==> config.mk <==
export PLATFORM = sky130hd
export DESIGN_NAME = mem_bus_arbiter
export DESIGN_NICKNAME = d
export VERILOG_FILES = /design/src/rtl/mem_arb_pkg.sv /design/src/rtl/rd_tag_pipe.sv /design/src/rtl/mem_bus_arbiter.sv
export SDC_FILE = /design/constraint.sdc
export NUM_CORES = 1
export LEC_CHECK = 0
export CORE_AREA = 2 2 119 121
export DETAILED_ROUTE_END_ITERATION = 8
export DIE_AREA = 0 0 121 123
export DONT_BUFFER_PORTS = 1
export PLACE_DENSITY = 0.39
export RECOVER_POWER = 50
export SLEW_MARGIN = 20
export SYNTH_ARGS = -nofsm -noshare
export SYNTH_HDL_FRONTEND = slang
export SYNTH_SLANG_ARGS = --single-unit
export TNS_END_PERCENT = 30
==> constraint.sdc <==
create_clock -name clk -period 3.53 [get_ports clk]
set_input_delay 0.5295 -clock clk [delete_from_list [all_inputs] [get_ports clk]]
set_output_delay 0.5295 -clock clk [all_outputs]
set_load 0.005 [all_outputs]
==> src/rtl/mem_arb_pkg.sv <==
// Shared encodings for the unified memory port arbiter: read-return owner tags,
// arbitration states and the lock counter sizing helper.
package mem_arb_pkg;

    typedef logic [1:0] owner_t;

    localparam owner_t OWN_NONE = 2'd0;
    localparam owner_t OWN_M0   = 2'd1;
    localparam owner_t OWN_M1   = 2'd2;

    typedef enum logic {
        ST_RR   = 1'b0,
        ST_LOCK = 1'b1
    } arb_state_t;

    // Counter must be able to hold the value MAX_LOCK itself.
    function automatic int lock_cnt_width(input int max_lock);
        return $clog2(max_lock + 1);
    endfunction

endpackage

==> src/rtl/rd_tag_pipe.sv <==
// Owner-tag delay line matching the memory read latency; the exiting tag tells
// the arbiter which requester the current mem_rdata belongs to.
import mem_arb_pkg::*;

module rd_tag_pipe #(
    parameter int DEPTH = 1
) (
    input  logic       clk,
    input  logic       reset,
    input  logic [1:0] push_tag,
    output logic [1:0] exit_tag
);

    owner_t stage [DEPTH];

    always_ff @(posedge clk) begin
        if (!reset) begin
            for (int i = 0; i < DEPTH; i++) begin
                stage[i] <= OWN_NONE;
            end
        end else begin
            stage[0] <= push_tag;
            for (int i = 1; i < DEPTH; i++) begin
                stage[i] <= stage[i-1];
            end
        end
    end

    assign exit_tag = stage[DEPTH-1];

endmodule

==> src/rtl/mem_bus_arbiter.sv <==
// Round-robin arbiter sharing the unified memory port between the core (m0)
// and the loader/DMA (m1), with bounded m1 burst lock and tagged read return.
import mem_arb_pkg::*;

module mem_bus_arbiter #(
    parameter int DATA_WIDTH = 32,
    parameter int ADDR_WIDTH = 32,
    parameter int MEM_LAT    = 1,
    parameter int MAX_LOCK   = 8
) (
    input  logic                  clk,
    input  logic                  reset,
    input  logic                  m0_req,
    input  logic                  m0_we,
    input  logic [ADDR_WIDTH-1:0] m0_addr,
    input  logic [DATA_WIDTH-1:0] m0_wdata,
    output logic                  m0_gnt,
    output logic                  m0_rvalid,
    output logic [DATA_WIDTH-1:0] m0_rdata,
    input  logic                  m1_req,
    input  logic                  m1_we,
    input  logic                  m1_lock,
    input  logic [ADDR_WIDTH-1:0] m1_addr,
    input  logic [DATA_WIDTH-1:0] m1_wdata,
    output logic                  m1_gnt,
    output logic                  m1_rvalid,
    output logic [DATA_WIDTH-1:0] m1_rdata,
    output logic                  mem_en,
    output logic                  mem_we,
    output logic [ADDR_WIDTH-1:0] mem_addr,
    output logic [DATA_WIDTH-1:0] mem_wdata,
    input  logic [DATA_WIDTH-1:0] mem_rdata,
    output logic                  cpu_stall
);

    localparam int LCW = lock_cnt_width(MAX_LOCK);
    localparam logic [LCW-1:0] LOCK_LIMIT = LCW'(MAX_LOCK);

    arb_state_t            state, state_next;
    logic [LCW-1:0]        lock_cnt, lock_cnt_next;
    owner_t                last_owner, last_owner_next;
    logic                  rr_m0, rr_m1;
    logic                  grant_m0, grant_m1;
    owner_t                push_tag, exit_tag;
    logic [DATA_WIDTH-1:0] m0_rdata_q, m1_rdata_q;

    // State register; last_owner starts at m1 so the core wins the first conflict.
    always_ff @(posedge clk) begin
        if (!reset) begin
            state      <= ST_RR;
            lock_cnt   <= '0;
            last_owner <= OWN_M1;
        end else begin
            state      <= state_next;
            lock_cnt   <= lock_cnt_next;
            last_owner <= last_owner_next;
        end
    end

    assign rr_m0 = m0_req & (~m1_req | (last_owner != OWN_M0));
    assign rr_m1 = m1_req & ~rr_m0;

    // Next-state and grant decision; the locking grant already counts toward MAX_LOCK.
    always_comb begin
        state_next    = state;
        lock_cnt_next = lock_cnt;
        grant_m0      = 1'b0;
        grant_m1      = 1'b0;
        if (reset) begin
            case (state)
                ST_RR: begin
                    grant_m0      = rr_m0;
                    grant_m1      = rr_m1;
                    lock_cnt_next = '0;
                    if (rr_m1 && m1_lock) begin
                        state_next    = ST_LOCK;
                        lock_cnt_next = m0_req ? LCW'(1) : '0;
                    end
                end
                ST_LOCK: begin
                    if (m1_req && m1_lock) begin
                        if (m0_req && (lock_cnt == LOCK_LIMIT)) begin
                            grant_m0      = 1'b1;
                            lock_cnt_next = '0;
                            state_next    = ST_RR;
                        end else begin
                            grant_m1 = 1'b1;
                            if (m0_req) begin
                                lock_cnt_next = lock_cnt + LCW'(1);
                            end
                        end
                    end else begin
                        grant_m0      = rr_m0;
                        grant_m1      = rr_m1;
                        lock_cnt_next = '0;
                        state_next    = ST_RR;
                    end
                end
                default: begin
                    lock_cnt_next = '0;
                    state_next    = ST_RR;
                end
            endcase
        end
        last_owner_next = grant_m0 ? OWN_M0 : (grant_m1 ? OWN_M1 : last_owner);
    end

    // Port outputs: memory mux, stall and read-tag generation.
    always_comb begin
        m0_gnt    = grant_m0;
        m1_gnt    = grant_m1;
        cpu_stall = m0_req & ~grant_m0;
        mem_en    = 1'b0;
        mem_we    = 1'b0;
        mem_addr  = '0;
        mem_wdata = '0;
        push_tag  = OWN_NONE;
        if (grant_m0) begin
            mem_en    = 1'b1;
            mem_we    = m0_we;
            mem_addr  = m0_addr;
            mem_wdata = m0_wdata;
            push_tag  = m0_we ? OWN_NONE : OWN_M0;
        end else if (grant_m1) begin
            mem_en    = 1'b1;
            mem_we    = m1_we;
            mem_addr  = m1_addr;
            mem_wdata = m1_wdata;
            push_tag  = m1_we ? OWN_NONE : OWN_M1;
        end
    end

    rd_tag_pipe #(
        .DEPTH (MEM_LAT)
    ) u_rd_tag_pipe (
        .clk      (clk),
        .reset    (reset),
        .push_tag (push_tag),
        .exit_tag (exit_tag)
    );

    // Read data passes straight through on its return cycle and is held afterwards.
    always_ff @(posedge clk) begin
        if (!reset) begin
            m0_rdata_q <= '0;
            m1_rdata_q <= '0;
        end else begin
            if (m0_rvalid) begin
                m0_rdata_q <= mem_rdata;
            end
            if (m1_rvalid) begin
                m1_rdata_q <= mem_rdata;
            end
        end
    end

    always_comb begin
        m0_rvalid = reset & (exit_tag == OWN_M0);
        m1_rvalid = reset & (exit_tag == OWN_M1);
        m0_rdata  = '0;
        m1_rdata  = '0;
        if (reset) begin
            m0_rdata = m0_rvalid ? mem_rdata : m0_rdata_q;
            m1_rdata = m1_rvalid ? mem_rdata : m1_rdata_q;
        end
    end

endmodule
==> results of run 1 <==
## per-stage QoR
step           hold slack (ps)  utilization (%)  cells
3_5_place_dp               483             28.8    701
4_1_cts                    268             30.9    717
3_3_place_gp               481             28.8    701
5_1_grt                    263             30.6    717
6_report                   281             30.6    717
2_1_floorplan              458                -    570
## per-layer routing
layer	vias to the layer above	wire (um)	part of all wire, %	GRT usage (%)
met1	1739	5220	38	18.4
met2	184	6770	49	27.4
met4	0	404	2.9	6.90
met3	26	1510	11	7.01
li1	1873	-	-	-
met5	-	0	0	0
## flip-flops by register name, indices dropped and copies added (netlist names)
register             cells
m0_rdata_q              32
lock_cnt                 4
state                    1
last_owner               2
u_rd_tag_pipe.stage      2
m1_rdata_q              32
## Yosys cell counts, drive strengths merged
cell type	count	area, um2
nand2	196	736
nand3	101	505
dfxtp	73	1460
o22ai	65	463
o21ai	36	184
buf	31	176
clkbuf	28	105
nor2	8	30.0
a21oi	5	25.0
inv	5	18.8
and2	4	25.0
and3	3	18.8
ha	2	25.0
nand3b	2	15.0
xor2	2	17.5
a21boi	1	18.8
nand2b	1	6.26
nand4	1	6.26
nand4b	1	23.8
nor2b	1	6.26
nor3	1	5.00
nor3b	1	7.51
o2bb2ai	1	8.76
or2	1	6.26
## how the worst max path moves through the flow
stage / startpoint / end / slack [ps]
2_1_floorplan: m1_req / m0_gnt / 1450
3_3_place_gp: m1_lock / mem_addr[19] / 980
3_5_place_dp: m1_lock / mem_addr[19] / 940
4_1_cts: lock_cnt[0]$_SDFFE_PN0P_ / mem_addr[29] / 650
5_1_grt: u_rd_tag_pipe.stage[0][0]$_SDFF_PN0_ / m0_rdata[22] / 370
6_report: lock_cnt[0]$_SDFFE_PN0P_ / mem_wdata[25] / 600
## area by class of cell
| class | count | area share [%] |
|---|---|---|
| clock buffers | 11 | 6.07 |
| clock inverters | 5 | 0.691 |
| inverters | 5 | 0.451 |
| multi-input cells | 433 | 50.8 |
| flip-flops and latches | 73 | 35.1 |
| well taps | 180 | 5.41 |
| repair buffers | 10 | 1.44 |
## cells by family after synthesis
logic type	Yosys count	synth area share, %
AND/OR/NAND/NOR	321	35.7
AO/OA/AOI/OAI	108	18.0
flip-flops	73	37.5
buffers and inverters	64	7.71
XOR/XNOR	2	0.450
adder cells (fa/ha/maj)	2	0.642
## power breakdown
part           switching (W)  internal, W
Combinational       0.000136    0.0000657
Clock               0.000337     0.000511
Sequential        0.00000733     0.000848
## critical path, stage by stage (launching register included)
cell      delay [ps]
dfxtp_1          370
inv_1             70
ha_1             190
nand4b_1         170
or2_2            150
buf_4            490
nand3_1          310
o22ai_1          280
==> flow_summary.toml, run 1 <==
[synthesis]
synth_cells = 570
netlist_area_um2 = 3890
synthDistinctLibCells = 30
ys_warn_count = 0
syn_area_per_cell_um2 = 6.83
synth_nets = 739
ys_ff_latch = 73
ys_seq_area_share_pct = 37.5

[route]
drcViolationCount = 0
drt_iter0_markers = 198
drt_first_pass_iters = 4
routed_wl_um = 13900
num_vias = 3822
postRouteAntennaNets = 0
route.detailed.wl_per_inst_um = 19.4
via_per_inst = 5.33

[min_path]
hold_depth = 1
min_to = "u_rd_tag_pipe.stage[0][0]$_SDFF_PN0_"
hold_path.startpoint = "m0_we"
hold_path_class = "input pin to flop"

[layout]
n_antenna_cell = 0
fillCellCount = 1503
final_area_um2 = 4160
area_growth_pct = 6.91
most-common-layout-cells = "nand2_1, nand3_1, dfxtp_1"
final_nets = 701
mostFrequentLayoutCell = "nand2_1"
multi_input_area_um2 = 2120
drive_above_1_share_pct = 6.70
seqCellArea_um2 = 1460

[die]
die-area_um2 = 14900
die_height_um = 123
row_count = 43
die_w_um = 121
ios = 302
coreArea_um2 = 13600
start_util_pct = 28.6

[critical_path]
path_max_fanout = 65
crit_type = "flop to output port"
crit_arrival_ps = 2400
rrSetupSlack_ps = 1390
cp-start-kind = "flop"
r2r_start = "u_rd_tag_pipe.stage[0][0]$_SDFF_PN0_"
critPathRequiredTime_ps = 3000
r2r_cells = 5
endpoint_kind = "output port"
r2r-end = "m0_rdata_q[8]$_DFF_P_"

[pwr]
power_w = 0.00191
cellLeakagePower_nw = 1.56
ir_worst_vdd_v = 0.000334
power_density_nw_per_um2 = 458

[timing]
rsz0062_at_grt = "no"
setup_tns_ps = 0
setup_viol = 0
finalHoldViolations = 0
relSlewSlack_pct = -9.05
fin_crit_ps = 2930
skew_ps = 8.08
maxSlewViolCount = 33
setup_slack_ps = 604
fin_crit_sh_pct = 82.9
clock.fmax_mhz = 342
tightest_slew_ps = 1640

[clock_tree]
cts_buffers = 9
postCtsHoldBufs = 0
clock_latency_ps = 330
cts_tree = "built"
cts.sinks = 73
clk_pin_slew_ps = 60
ctsLongestPathBuffers = 2
postCtsResizedCells = 0
htree_levels = 3
post-cts-setup-buffers = 0
cts-root-buf = "clkbuf_16"

[placed_design]
place_congestion = 0.723
dp_hpwl_um = 10000
numPortBuffers = 0
dpl_cell_area_um2 = 3920
pre_cts_ws_ps = 944

[grt]
grt_antenna_before_repair = 0
grt-ovfl-total = 0
grt_pass1_wl_um = 18900
grt_use_total_pct = 16.4
grt_max_degree = 138
grt_pass1_vias = 3290

[job]
drv_cap = 1

[run_status]
violations = "capacitance limit, slew limit"
status = "finished, violations left"
(Power assumes the default switching activity.)
==> run 2: changes to the inputs <==
--- a/config.mk
+++ b/config.mk
@@ -5,11 +5,12 @@
 export SDC_FILE = /design/constraint.sdc
 export NUM_CORES = 1
 export LEC_CHECK = 0
-export CORE_AREA = 2 2 119 121
+export ABC_AREA = 1
+export CORE_AREA = 2 2 117 119
 export DETAILED_ROUTE_END_ITERATION = 8
-export DIE_AREA = 0 0 121 123
+export DIE_AREA = 0 0 119 121
 export DONT_BUFFER_PORTS = 1
-export PLACE_DENSITY = 0.39
+export PLACE_DENSITY = 0.43
 export RECOVER_POWER = 50
 export SLEW_MARGIN = 20
 export SYNTH_ARGS = -nofsm -noshare
==> constraint.sdc (replaced) <==
create_clock -name clk -period 2.4 [get_ports clk]
set_input_delay 0.36 -clock clk [delete_from_list [all_inputs] [get_ports clk]]
set_output_delay 0.36 -clock clk [all_outputs]
set_load 0.005 [all_outputs]
==> run 2 against run 1 <==
Compared with the run above:
- the run now ends clean
- worst setup slack lost 410 ps
- count of clock-buffer cells in the layout grew 2
- cell count shrank 2.4%
- largest cell class unchanged
==> flow_summary.toml, run 2 <==
[route]
wl_met3_um = 1460
drt-met1-wl_um = 5130
postRouteAntennaNets = 0
num_vias = 3850
drcViolationCount = 0
drt_iter0_markers = 227
via_per_inst = 5.50
drt_first_pass_iters = 5
route.detailed.wl_per_inst_um = 18.9
top_layer = "met4"
routed_wl_um = 13200
met2_length_um = 6440

[timing]
tightest_slew_ps = 441
timing.hold.ws_ps = 110
setup_slack_ps = 198
fin_crit_sh_pct = 91.7
finalHoldViolations = 0
setup_viol = 0
fin_crit_ps = 2200
skew_ps = 5.33
setup_tns_ps = 0
rsz0062_at_grt = "no"
maxSlewViolCount = 0
clock.fmax_mhz = 454
relSlewSlack_pct = 70.3

[pwr]
ir_worst_vdd_v = 0.000461
p_int_w = 0.00221
cellLeakagePower_nw = 1.90
combPwrFrac_pct = 11.3
p_sw_share_pct = 24.1
seqPwrFrac_pct = 43.3
power_density_nw_per_um2 = 663
switchingPower_w = 0.000702
clkPwrFrac_pct = 45.4

[synthesis]
synthFlopType = "dfxtp_1"
synthSimpleGateAreaFrac_pct = 42.2
synth_nets = 724
synth_top_cell_by_area = "dfxtp_1"
synth_mux_area_share_pct = 0
synth_top_family_by_area = "simple AND/OR/NAND/NOR gates"
synth_compound_area_share_pct = 8.16
synthTopCellsByCount = "nand3_1, nand2_1, dfxtp_1"
synthXorXnorAreaFrac_pct = 0
synth.most_common_cell = "nand3_1"
synthArstFlopShare_pct = 0
synthDistinctLibCells = 19
ys_warn_count = 0
ys_seq_area_share_pct = 36.7
ys_ff_latch = 73
yosysTopAreaCellShare_pct = 36.7
yosys.area_share.adder_pct = 0.628
netlist_area_um2 = 3990
synth_cells = 555
syn_area_per_cell_um2 = 7.18
synth_enable_flop_cells = 0
synthTopCellsByArea = "dfxtp_1, nand3_1, nand4_1"

[clock_tree]
cts.sinks = 73
postCtsHoldBufs = 0
clock_latency_ps = 320
cts_tree = "built"
htree_levels = 3
clk_pin_slew_ps = 50
cts_buffers = 9
ctsLongestPathBuffers = 2
cts-root-buf = "clkbuf_16"

[layout]
seqCellArea_um2 = 1460
most-common-layout-cells = "nand3_1, nand2_1, dfxtp_1"
mostFrequentLayoutCell = "nand3_1"
fillCellCount = 1400
drive_above_1_share_pct = 12.2
reg.largest.list = "m0_rdata_q (32), m1_rdata_q (32), lock_cnt (4)"
area_growth_pct = 10.2
stdcell_count = 700
final_nets = 689
n_antenna_cell = 0
multi_input_area_um2 = 2050
final_core_util_pct = 33.6

[run_status]
status = "finished clean"

[critical_path]
cp-start-kind = "flop"
cpPeakStageDelay_ps = 340
path_buf_inv = 4
crit_path_top_delay_cell = "dfxtp_1"
r2r_cells = 10
critPathRequiredTime_ps = 2040
r2r_start = "lock_cnt[0]$_SDFFE_PN0P_"
endpoint_kind = "output port"
crit_type = "flop to output port"
startpoint = "lock_cnt[0]$_SDFFE_PN0P_"
path_delay_family = "simple AND/OR/NAND/NOR gates"
crit_arrival_ps = 1840
crit_cells = 10
path_max_fanout = 66
crit_chain = "inv_1 > ha_1 > nand2_1 > inv_1 > nand2_1 > nand2_4 > buf_12 > nand3_2 > nand2_1 > inv_1"
rrSetupSlack_ps = 740
crit_path_end = "cpu_stall"
r2r-end = "last_owner[1]$_SDFFE_PN1P_"

[die]
die_height_um = 121
die_w_um = 119
row_count = 42
die-area_um2 = 14400
ios = 302
start_util_pct = 30.5
coreArea_um2 = 13100

[placed_design]
place_congestion = 0.742
numPortBuffers = 0
pre_cts_ws_ps = 324
dp_hpwl_um = 9370
dp.cells = 680

[grt]
grt_pass1_wl_um = 18700
grt_antenna_before_repair = 0
grt-ovfl-total = 0
grt_max_degree = 137
grt_pass1_vias = 3324
grt_use_total_pct = 16.3

[job]
drv_cap = 0

[min_path]
hold_path_class = "input pin to flop"
hold_path.startpoint = "m0_we"
## run 2: cell count changes in the layout (fill, tap and decap cells not counted), moves of 9 or more
cell | before | now
inv_1 | 5 | 46
nand2_1 | 196 | 87
nand3_2 | 0 | 33
nand4_1 | 1 | 65
o21ai_0 | 35 | 65
o22ai_1 | 56 | 0
o22ai_2 | 9 | 0
## run 2: power by group through the flow
stage               registers (W)  logic (W)  clock network (W)
finish                    0.00126   0.000328            0.00132
global placement          0.00129   0.000305                  0
global route              0.00126   0.000362            0.00141
CTS                       0.00126   0.000315            0.00137
floorplan                 0.00128   0.000281                  0
detailed placement        0.00129   0.000310                  0
## run 2: logic make-up (layout without fill, tap and decap cells)
group,count (synthesis),in the layout
compound gates,65,65
fa+ha+maj,2,2
buf+inv,105,74
flops,73,73
simple gates,310,310
## run 2: how the worst min path moves through the flow
stage                                                end  slack (ps)  cells after the start
floorplan                     last_owner[0]$_SDFFE_PN0P_         430                      2
global placement    u_rd_tag_pipe.stage[0][0]$_SDFF_PN0_         440                      1
detailed placement  u_rd_tag_pipe.stage[0][0]$_SDFF_PN0_         440                      1
CTS                 u_rd_tag_pipe.stage[0][0]$_SDFF_PN0_         100                      1
global route        u_rd_tag_pipe.stage[0][0]$_SDFF_PN0_         100                      1
finish              u_rd_tag_pipe.stage[0][0]$_SDFF_PN0_         110                      1
## run 2: area by class of cell
cell class	count	area share [%]
inverters	48	4.10
multi-input cells	377	46.7
flip-flops and latches	73	33.3
clock inverters	2	0.854
clock buffers	13	5.92
well taps	176	5.01
repair buffers	11	4.16
## run 2: per-stage QoR
| stage | instance area, um2 | total power, W |
|---|---|---|
| final | 4390 | 0.00291 |
| after global routing | 4390 | 0.00304 |
| after CTS | 4340 | 0.00294 |
| after detailed placement | 4020 | 0.00160 |
| after global placement | 4020 | 0.00159 |
| after floorplan | 3990 | 0.00156 |
## run 2: timing repair
action,4_1_cts,5_1_grt
endpoints found under the setup margin,5,52
pin swaps,0,1
setup buffers,0,4
resized for setup,2,1
cloned,0,1
## run 2: layer usage
metal	global-route usage, %	up-vias
li1	-	1849
met1	19.1	1776
met2	26.7	209
met3	7.52	16
met4	5.06	0
met5	0	-
==> run 3: changes to the inputs <==
--- a/config.mk
+++ b/config.mk
@@ -12,6 +12,7 @@
 export DONT_BUFFER_PORTS = 1
 export PLACE_DENSITY = 0.43
 export RECOVER_POWER = 50
+export SETUP_SLACK_MARGIN = 0.3
 export SLEW_MARGIN = 20
 export SYNTH_ARGS = -nofsm -noshare
 export SYNTH_HDL_FRONTEND = slang
==> run 3 against run 2 <==
Compared with the run above:
- cell count grew 1.9%
- register-to-register slack gained 90 ps
- worst setup slack gained 53 ps
- critical path type unchanged
- largest cell class unchanged
- highest routed layer unchanged
==> flow_summary.toml, run 3 (synthesis gave the netlist of run 2 again) <==
[placed_design]
place_congestion = 0.742
numPortBuffers = 0
dp_hpwl_um = 9370

[timing]
fin_crit_sh_pct = 89.6
tightest_slew_ps = 446
setup_viol = 0
clock.fmax_mhz = 465
finalHoldViolations = 0
relSlewSlack_pct = 70.0
setup_tns_ps = 0
maxSlewViolCount = 0
timing.hold.ws_ps = 110
rsz0062_at_grt = "yes"
fin_crit_ps = 2150
skew_ps = 7.04

[die]
die_height_um = 121
coreArea_um2 = 13100
ios = 302
row_count = 42
die_w_um = 119
die-area_um2 = 14400
start_util_pct = 30.5

[route]
met2_length_um = 7210
drt-met1-wl_um = 5800
via_per_inst = 5.58
drt_iter0_markers = 296
top_layer = "met4"
route.detailed.wl_per_inst_um = 20.9
drt_first_pass_iters = 4
num_vias = 3976
drcViolationCount = 0
postRouteAntennaNets = 0
routed_wl_um = 14900
wl_met3_um = 1560

[job]
drv_cap = 0

[layout]
mostFrequentLayoutCell = "nand3_1"
n_antenna_cell = 0
reg.largest.list = "m0_rdata_q (32), m1_rdata_q (32), lock_cnt (4)"
area_growth_pct = 18.7
drive_above_1_share_pct = 16.2
most-common-layout-cells = "nand3_1, nand2_1, dfxtp_1"
final_nets = 702

[critical_path]
path_max_fanout = 14
crit_type = "flop to output port"
crit_arrival_ps = 1790
cp-start-kind = "flop"
critPathRequiredTime_ps = 2040
endpoint_kind = "output port"

[clock_tree]
cts_tree = "built"
cts_buffers = 9
htree_levels = 3
cts-root-buf = "clkbuf_16"
clk_pin_slew_ps = 50
cts.sinks = 73
clock_latency_ps = 330
postCtsHoldBufs = 0
ctsLongestPathBuffers = 2

[min_path]
hold_path_class = "input pin to flop"

[pwr]
cellLeakagePower_nw = 2.05
ir_worst_vdd_v = 0.000462
power_density_nw_per_um2 = 629

[grt]
grt_use_total_pct = 17.1
grt-ovfl-total = 0
grt_max_degree = 137
grt_antenna_before_repair = 0
grt_pass1_wl_um = 19500
grt_pass1_vias = 3400

[run_status]
status = "finished clean"
[run 3: path summary, 6_finish.rpt]
check | end | start | depth (start not counted) | slack (ps)
setup / recovery | mem_addr[31] | lock_cnt[0]$_SDFFE_PN0P_ | 10 | 250
hold / removal | u_rd_tag_pipe.stage[0][0]$_SDFF_PN0_ | m0_we | 1 | 110
setup reg to reg | u_rd_tag_pipe.stage[0][1]$_SDFF_PP0_ | lock_cnt[0]$_SDFFE_PN0P_ | 10 | 830
hold reg to reg | last_owner[0]$_SDFFE_PN0P_ | last_owner[0]$_SDFFE_PN0P_ | 2 | 450
[run 3: stage by stage]
| step | instance area [um2] | setup slack [ps] | std cells | power, W | utilization, % |
|---|---|---|---|---|---|
| after floorplan | 3990 | 709 | 555 | 0.00156 | - |
| after global placement | 4020 | 342 | 680 | 0.00159 | 30.7 |
| after detailed placement | 4020 | 324 | 680 | 0.00160 | 30.7 |
| after CTS | 4470 | 263 | 701 | 0.00297 | 34.1 |
| after global routing | 4730 | 128 | 713 | 0.00310 | 36.1 |
| final | 4730 | 251 | 713 | 0.00297 | 36.1 |
[run 3: report_power, final]
group | internal, W | switching, W | leakage (nW)
registers | 0.00125 | 0.0000108 | 0.593
logic | 0.000141 | 0.000248 | 1.32
clock network | 0.000856 | 0.000468 | 0.142
[run 3: timing repair]
item                                    in CTS  in global routing
gates cloned                                 3                 10
resized for setup                           14                 15
buffers inserted                             3                  2
pin swaps                                    2                 18
endpoints found under the setup margin      63                 92
[run 3: routing by layer]
layer	track usage, %	vias up
met2	28.2	233
met3	7.61	26
li1	-	1880
met1	20.1	1837
met5	0	-
met4	5.28	0
[run 3: layout make-up]
| cell class | count | area [um2] |
|---|---|---|
| Inverter | 48 | 180 |
| Clock inverter | 2 | 37.5 |
| Clock buffer | 13 | 260 |
| Timing Repair Buffer | 23 | 473 |
| Fill cell | 1383 | 8360 |
| Tap cell | 176 | 220 |
| Multi-Input combinational cell | 378 | 2100 |
| Sequential cell | 73 | 1460 |
[run 3: worst max-delay path, cell delays in order, from the launching register on]
cell	delay, ps
dfxtp_1	390
inv_1	70
ha_1	180
nand2_1	50
inv_1	40
nand2_2	110
nand2_8	100
nand2_8	150
buf_16	160
nand3_1	90
nand2_2	120
